<file path="src/rtl/uart_cmd_parser.sv">
// ASCII command parser between UART RX and TX: "Lhh<CR>" writes the LED register,
// "R<CR>" reads it back as two hex digits; replies are streamed over valid/ready.
module uart_cmd_parser #(
  parameter int          LED_WIDTH      = 6,
  parameter int          TIMEOUT_CYCLES = 27000000,
  parameter logic [7:0]  LED_RESET      = 8'h00
) (
  input  logic                 clk,
  input  logic                 rst_n,
  input  logic [7:0]           rx_data,
  input  logic                 rx_valid,
  output logic [7:0]           tx_data,
  output logic                 tx_valid,
  input  logic                 tx_ready,
  output logic [LED_WIDTH-1:0] led_value,
  output logic                 overrun
);

  localparam int TW = $clog2(TIMEOUT_CYCLES) + 1;
  localparam logic [TW-1:0] TMO_LAST = TW'(TIMEOUT_CYCLES - 1);
  localparam logic [7:0] CH_CR = 8'h0D;
  localparam logic [7:0] CH_LF = 8'h0A;

  typedef enum logic [2:0] {
    IDLE, CMD_L, HEX_HI, HEX_LO, CMD_R, DISCARD, REPLY
  } state_t;

  state_t               state_q, state_d;
  logic [3:0]           hi_q, hi_d;
  logic [3:0]           lo_q, lo_d;
  logic [LED_WIDTH-1:0] led_q, led_d;
  logic                 overrun_q, overrun_d;
  logic [TW-1:0]        tmo_q, tmo_d;
  logic [3:0][7:0]      buf_q, buf_d;
  logic [2:0]           len_q, len_d;
  logic [1:0]           idx_q, idx_d;

  logic       parsing;
  logic       load_err, load_ok, load_sts;
  logic [7:0] led_ext;
  logic [7:0] new_val;

  function automatic logic is_hex(input logic [7:0] d);
    return (d >= 8'h30 && d <= 8'h39) || (d >= 8'h41 && d <= 8'h46) ||
           (d >= 8'h61 && d <= 8'h66);
  endfunction

  // Letters a-f / A-F have bit 6 set and a low nibble of 1..6.
  function automatic logic [3:0] hex_val(input logic [7:0] d);
    return d[6] ? (d[3:0] + 4'd9) : d[3:0];
  endfunction

  function automatic logic [7:0] to_hex(input logic [3:0] n);
    return (n < 4'd10) ? {4'h3, n} : (8'h37 + {4'h0, n});
  endfunction

  assign led_ext = 8'(led_q);
  assign new_val = {hi_q, lo_q};
  assign parsing = (state_q == CMD_L) || (state_q == HEX_HI) || (state_q == HEX_LO) ||
                   (state_q == CMD_R) || (state_q == DISCARD);

  always_comb begin
    state_d   = state_q;
    hi_d      = hi_q;
    lo_d      = lo_q;
    led_d     = led_q;
    overrun_d = overrun_q;
    tmo_d     = '0;
    buf_d     = buf_q;
    len_d     = len_q;
    idx_d     = idx_q;
    load_err  = 1'b0;
    load_ok   = 1'b0;
    load_sts  = 1'b0;

    // An arriving byte always beats timeout expiry on the same cycle.
    if (parsing && !rx_valid) begin
      if (tmo_q == TMO_LAST) state_d = IDLE;
      else                   tmo_d   = tmo_q + TW'(1);
    end

    case (state_q)
      IDLE: if (rx_valid) begin
        if (rx_data == 8'h4C || rx_data == 8'h6C)      state_d = CMD_L;
        else if (rx_data == 8'h52 || rx_data == 8'h72) state_d = CMD_R;
        else if (rx_data != CH_CR && rx_data != CH_LF) state_d = DISCARD;
      end
      CMD_L: if (rx_valid) begin
        if (is_hex(rx_data)) begin
          hi_d    = hex_val(rx_data);
          state_d = HEX_HI;
        end else if (rx_data == CH_CR) load_err = 1'b1;
        else                           state_d  = DISCARD;
      end
      HEX_HI: if (rx_valid) begin
        if (is_hex(rx_data)) begin
          lo_d    = hex_val(rx_data);
          state_d = HEX_LO;
        end else if (rx_data == CH_CR) load_err = 1'b1;
        else                           state_d  = DISCARD;
      end
      HEX_LO: if (rx_valid) begin
        if (rx_data == CH_CR) begin
          led_d   = new_val[LED_WIDTH-1:0];
          load_ok = 1'b1;
        end else state_d = DISCARD;
      end
      CMD_R: if (rx_valid) begin
        if (rx_data == CH_CR) load_sts = 1'b1;
        else                  state_d  = DISCARD;
      end
      DISCARD: if (rx_valid && rx_data == CH_CR) load_err = 1'b1;
      REPLY: begin
        if (rx_valid) overrun_d = 1'b1;
        if (tx_ready) begin
          if ({1'b0, idx_q} == len_q - 3'd1) begin
            state_d = IDLE;
            idx_d   = '0;
          end else idx_d = idx_q + 2'd1;
        end
      end
      default: state_d = IDLE;
    endcase

    if (load_err || load_ok || load_sts) begin
      state_d = REPLY;
      idx_d   = '0;
      if (load_sts) begin
        buf_d = {CH_LF, CH_CR, to_hex(led_ext[3:0]), to_hex(led_ext[7:4])};
        len_d = 3'd4;
      end else begin
        buf_d = {8'h00, CH_LF, CH_CR, load_ok ? 8'h4B : 8'h45};
        len_d = 3'd3;
      end
    end
  end

  always_ff @(posedge clk or negedge rst_n) begin
    if (!rst_n) begin
      state_q   <= IDLE;
      hi_q      <= '0;
      lo_q      <= '0;
      led_q     <= LED_RESET[LED_WIDTH-1:0];
      overrun_q <= 1'b0;
      tmo_q     <= '0;
      buf_q     <= '0;
      len_q     <= '0;
      idx_q     <= '0;
    end else begin
      state_q   <= state_d;
      hi_q      <= hi_d;
      lo_q      <= lo_d;
      led_q     <= led_d;
      overrun_q <= overrun_d;
      tmo_q     <= tmo_d;
      buf_q     <= buf_d;
      len_q     <= len_d;
      idx_q     <= idx_d;
    end
  end

  assign tx_valid  = (state_q == REPLY);
  assign tx_data   = (state_q == REPLY) ? buf_q[idx_q] : 8'h00;
  assign led_value = led_q;
  assign overrun   = overrun_q;

endmodule

</file>
<file path="config.mk">
export PLATFORM = sky130hd
export DESIGN_NAME = uart_cmd_parser
export DESIGN_NICKNAME = d
export VERILOG_FILES = /design/src/rtl/uart_cmd_parser.sv
export SDC_FILE = /design/constraint.sdc
export NUM_CORES = 1
export LEC_CHECK = 0
export BUFFER_PORTS_ARGS = -buffer_cell sky130_fd_sc_hd__buf_2
export CORE_MARGIN = 2
export CORE_UTILIZATION = 31
export DETAILED_ROUTE_END_ITERATION = 8
export PLACE_DENSITY = 0.47
export SYNTH_ARGS = -nofsm -noshare
export SYNTH_HDL_FRONTEND = slang
export SYNTH_SLANG_ARGS = --single-unit
</file>
<file path="constraint.sdc">
create_clock -name clk -period 1.8 [get_ports clk]
set_input_delay 0.36 -clock clk [delete_from_list [all_inputs] [get_ports clk]]
set_output_delay 0.36 -clock clk [all_outputs]
set_load 0.01 [all_outputs]
</file>
# After elaboration in Yosys (flattened, before gate mapping)
# Index checks and enable logic that the tools add are counted.
# op_classes
magnitude_cmp	9
n_eq_ne	15
n_addsub	6
n_reduce_logical	27
n_mux	39
# op_table
op	count
$mux W26	2
$mux W3	16
$eq A8 B7 Y1 const B	4
$mux W28	1
$add A26 B1 Y26 const B	1
$eq A26 B25 Y1 const B	1
$pmux W3 S6	1
$bmux W8 S2	1
$ge A8 B7 Y1 const B	2
$le A8 B7 Y1 const B	2
$mux W8	2
$ne A8 B4 Y1 const B	2
$mux W7	2
$logic_or A1 B1 Y1	10
$eq A3 B3 Y1 const B	3
$reduce_and A3 Y1	3
$eq A8 B4 Y1 const B	1
$ge A8 B6 Y1 const B	1
$le A8 B6 Y1 const B	1
$mux W2	4
$mux W4	2
$add A6 B2 Y7 const A	1
$add A6 B4 Y7 const A	1
$mux W1	7
other kinds (16)	25
# word_totals
out_inout_bits	16
word_cells	108
reg_bits	79

# Longest topological paths before layout
# depth
depth_word	13
ltp_mapped	8
depth_no_buf	7

# Least setup slack after synthesis
# No wires, ideal clock.
# synth_path
path_type	in2reg
startpoint	in rx_data[1]
endpoint	reg buf_q[13] (netlist bit)
slack_ns	-0.101
arrival_time_ns	1.780
t_required_ns	1.679
setup_time_ns	0.121
path_buffers	0
path_stages	7
cell_sequence	inv_1 -> ha_1 -> nor3b_1 -> o32ai_2 -> a221o_1 -> a21o_1 -> a22o_1
# synth_between
elab_chain_len	9
# synth_rtl
item	line	text
from (decl)	10	input logic [7:0] rx_data,
$ge A8 B6 Y1 (tied with other cells)	44	return (d >= 8'h30 && d <= 8'h39) || (d >= 8'h41 && d <= 8'h46) ||
$logic_and A1 B1 Y1	44	
$logic_or A1 B1 Y1 (2 in a row)	44	
$mux W1	96	if (is_hex(rx_data)) begin
$mux W1	95	HEX_HI: if (rx_valid) begin
$pmux W1 S2	82	case (state_q)
$logic_or A1 B1 Y1 (2 in a row)	125	if (load_err || load_ok || load_sts) begin
to (signal assigned)	156	buf_q <= buf_d;
to (decl)	34	logic [3:0][7:0] buf_q, buf_d;
# Parallel ways exist; a longest one is shown, timed or not.
# A chain may end at the register's enable or synchronous reset.

# Worst setup path after layout
# layout_path
startpoint	reg idx_q[0]
endpoint	out tx_data[1]
# layout_between
elab_chain_len	3
# layout_rtl
item	line	text
from (decl)	36	logic [1:0] idx_q, idx_d;
from (signal assigned)	158	idx_q <= idx_d;
$bmux W8 S2	163	assign tx_data = (state_q == REPLY) ? buf_q[idx_q] : 8'h00;
$mux W8 (implied by the code)	163	
$mux W8	163	
to (decl)	12	output logic [7:0] tx_data,
# Every way passes these cells. The select of a mux whose other input is x is not followed.

==> results.md <==
- The count of synthesis-stage warnings from yosys is 0.
- The signal on the critical path passes through mux4_2 -> and2_4 -> buf_6.
- Summing all multi-input logic gate instances after layout gives between 1500 and 2000 µm².
- The hold violation total from the final report came to 0.
- The maximum level of the CTS H-tree is 3.
- Setup repair after global routing could not meet its margin everywhere.
- The first global-routing pass estimated between 10000 and 15000 µm of wire.
- The remaining antenna violation count is 0.
- The via count of the first global-routing pass is between 2000 and 3000.
- The peak supply drop is between 0.5 and 0.6 mV.
- The via count is about 2800.
- In the global route stage, overall resource usage came out at 0.1449.
- The cell count along the critical path is 3.
- Detailed placement ended at an HPWL of slightly below 6000 µm.
- The die span in x is around 110 µm.
- Adding up every negative setup slack in the final design gives -0.3237 ns.
- CTS saw 58 sinks.
- After synthesis, the netlist uses 66 different library cells.
- In this run the critical register-to-register path is captured at state_q[1].
- The final cycle utilization of the critical path is 1.053.
- The initial antenna violation count is 0.
- The final setup slack of the worst path is -0.09581 ns.
- For the final database, setup skew stands at between 0.008 and 0.009 ns.
- The critical path is of the flop to primary output type.
- The chip height is ~110 µm.
- The total of hold buffers inserted after clock tree synthesis is 0.
- The required time reported for the critical path endpoint is approximately 1.4 ns.
- The critical path data arrival time is ~1.5 ns.
- The count of final max-slew check failures is 0.
- The count of inserted antenna diode cells is 0.
- The final period demand of the worst path is 1.896 ns.
- For this design the static power due to leakage is 2.094 nW.
- The floorplan row count is 37.
- In the final layout, the share of cells above drive strength 1 is 0.4019.
- Counting cells, the worst reg-to-reg path comes to 7.
- The reported max-cap violation count is 0.
- The longest clock path from root to sink contains 2 buffers.
- The filler cells instantiated in the layout total between 900 and 1000.
- Together, buffers and inverters on the worst path number 1.
- The root buffer cell is clkbuf_8.
- Yosys mapped a number of flops with a built-in enable equal to 0.
- In this run the critical register-to-register path is launched from idx_q[0].
- The routed length per instance is around 14 µm.
- At the end of the flow, the number of nets in the layout was about 440.
- Pin placement for this block handled 28 I/O pins.
- In this run the tool buffered the top-level ports with 26 buffer cells.
- The checks that failed: setup timing.
- The CTS tree is built.
- The register cell area after layout is approximately 1500 µm².
- Relative to the synthesized area, the layout overhead comes to 36.60%.
- Following the worst setup path forward leads to its endpoint at tx_data[1].
- The clock edge transition at the registers on the reported setup and hold paths is around 0.07 ns.
- For this run, the leading register cell type out of synthesis is dfrtp_1.
- For flop-to-flop paths, the worst setup slack is -0.08 ns.
- The final-layout worst hold slack is around 0.022 ns.
- The pre-antenna-repair detailed-routing pass consisted of 7 iterations.
- Wires add up to 8111 µm.
- The category of the worst setup path launch point is a flop.
- Leaving out fill and tap cells, the most frequent cell in the layout is buf_4.
- The pin count of the biggest net entering global routing is between 50 and 60.
- The number of DRC violations after detailed routing is 0.
- Power spread over the standard cell area amounts to 826.6 nW/µm².
- The synthesized area divided by synthesized cell count is ~10 µm².
- Among cell families on the critical path, the largest total delay comes from multiplexers.
- After detailed routing, the number of vias per cell comes to around 4.9.
- The finished layout cell area is around 4500 µm².
- The critical path endpoint category is a primary output.
- The min-delay analysis places its worst path in the category input pin to async pin.
- The synthesized net count is 349.
- The flow ran to the end, but the final reports show violations.
- For this run, the register share of the synthesized area comes to 0.4417.
- For this run the aggregate overflow at the end of global routing stands at 0.
- The highest net fanout along the worst path is 6.
- The share of synthesized flip-flops with an asynchronous set or reset is 1.000.
- Summing all placed instances gives a cell area of ~4000 µm².
- The initial DRC count is 84.
- Setup violations remaining at the end of the flow were counted as 4.
- The cell with the biggest individual delay on the critical path is mux4_2.
- The worst slack after detailed placement is -0.2728 ns.
- Leaving out fill and tap cells, the most frequent cells in the layout are 63 x buf_4, 53 x dfrtp_1, 37 x nor2_1.
- Synthesis produced 330 cells.
- The floorplan step defined a die boundary enclosing 11440 µm².
- The initial utilization of the core area, before any placement, comes to 0.3183.
- The achievable frequency is between 500 and 600 MHz.
- The post-synthesis sequential element count is 58.
- On the worst path, the slowest cell contributes a delay of roughly 0.51 ns.
- Routability-driven placement finished with a final weighted congestion of approximately 0.79.
- Summing every instance area after synthesis gives roughly 3300 µm².
- The CTS buffer count is 9.
- The core region area is approximately 10000 µm².
- At the later pin of the worst-skew pair, clock insertion delay measures 0.34 ns.
- The critical path startpoint is idx_q[0].
## per-layer routing
metal / share of wire / GRT usage / vias up
met3: 0.028 / 0.03708 / 10
met2: 0.49 / 0.2398 / 42
met5: 0 / 0 / -
met4: 0.010 / 0.03896 / 0
met1: 0.47 / 0.1885 / 1370
li1: - / - / 1368
## report_power, final
group | total [mW] | leakage, nW | internal [mW] | switching (mW)
clock network | 1.41 | 0.119 | 0.890 | 0.518
logic | 0.835 | 1.20 | 0.420 | 0.415
registers | 1.47 | 0.776 | 1.40 | 0.0701
total | 3.71 | 2.09 | 2.71 | 1.00
## synthesized netlist by cell type, types with 2 or more instances
cell type,n,area [µm²]
inv_1,12,45.04
and3_1,5,31.28
a211oi_1,5,37.54
nor3b_1,4,30.03
mux4_2,2,45.04
ha_1,7,87.58
and4_1,3,26.28
o211ai_1,2,15.01
o21a_1,2,15.01
xor2_1,22,192.7
nor3_1,9,45.04
buf_4,4,30.03
a21o_1,2,15.01
nand2_1,21,78.83
nand2b_1,4,25.02
a311o_1,2,20.02
buf_2,5,25.02
xnor2_1,8,70.07
o21ai_0,7,35.03
and2_1,3,18.77
a21oi_1,12,60.06
o2bb2ai_1,2,17.52
mux2_2,13,146.4
a2bb2oi_1,3,26.28
nor2_1,37,138.9
nor2b_1,3,18.77
dfrtp_1,58,1451
nand3_1,18,90.09
nand4_1,11,68.82
clkbuf_1,5,18.77
a221oi_1,2,17.52
a22o_1,3,26.28
## cell type report
cell class / count / share of cell area
timing repair buffer: 97 / 0.1628
clock inverter: 4 / 0.01617
tap: 136 / 0.03791
clock buffer: 12 / 0.03680
multi-input combinational: 243 / 0.4098
sequential: 58 / 0.3248
inverter: 14 / 0.01171
## stage by stage
stage               utilization  std cells  total power [mW]
finish                   0.4347        564             3.710
global route             0.4347        564             3.915
CTS                      0.4185        560             3.646
detailed placement       0.3873        538             2.151
global placement         0.3873        538             2.148
floorplan                     -        330             1.877
## logic make-up after synthesis
family,count (synthesis),share of synthesized area
compound gates,56,0.1253
buf+inv,29,0.04189
mux,16,0.06131
simple gates,133,0.2220
other cells,1,0.001141
xor+xnor,30,0.07997
fa+ha+maj,7,0.02666
flops,58,0.4417
## worst register-to-register path, stage by stage (launching register included)
cell	delay, ns
dfrtp_2	0.45
buf_4	0.15
buf_6	0.10
nor3b_2	0.13
o211ai_1	0.17
a222oi_1	0.41
nor3_1	0.11
a211o_1	0.24
## registers in the layout (all words and copies together) (netlist names), 2 cells and up
name / cells
led_value: 6
hi_q: 2
state_q: 3
lo_q: 4
tmo_q: 26
buf_q: 13
idx_q: 2
## worst min path at each step
stage                     cells past startpoint       end  slack (ns)  startpoint
after floorplan                               0  buf_q[0]        0.06       rst_n
after global placement                        2  idx_q[1]        0.39       rst_n
after detailed placement                      2  idx_q[1]        0.39       rst_n
after CTS                                     2  buf_q[0]        0.02       rst_n
after global routing                          2  buf_q[3]        0.03       rst_n
final                                         2  buf_q[3]        0.02       rst_n
## what timing repair did
item,CTS,global route
setup endpoints to repair,11,41
pin swaps,6,12
cloned,0,1
setup buffers,6,3
resized for setup,10,29
(Power assumes the default switching activity.)
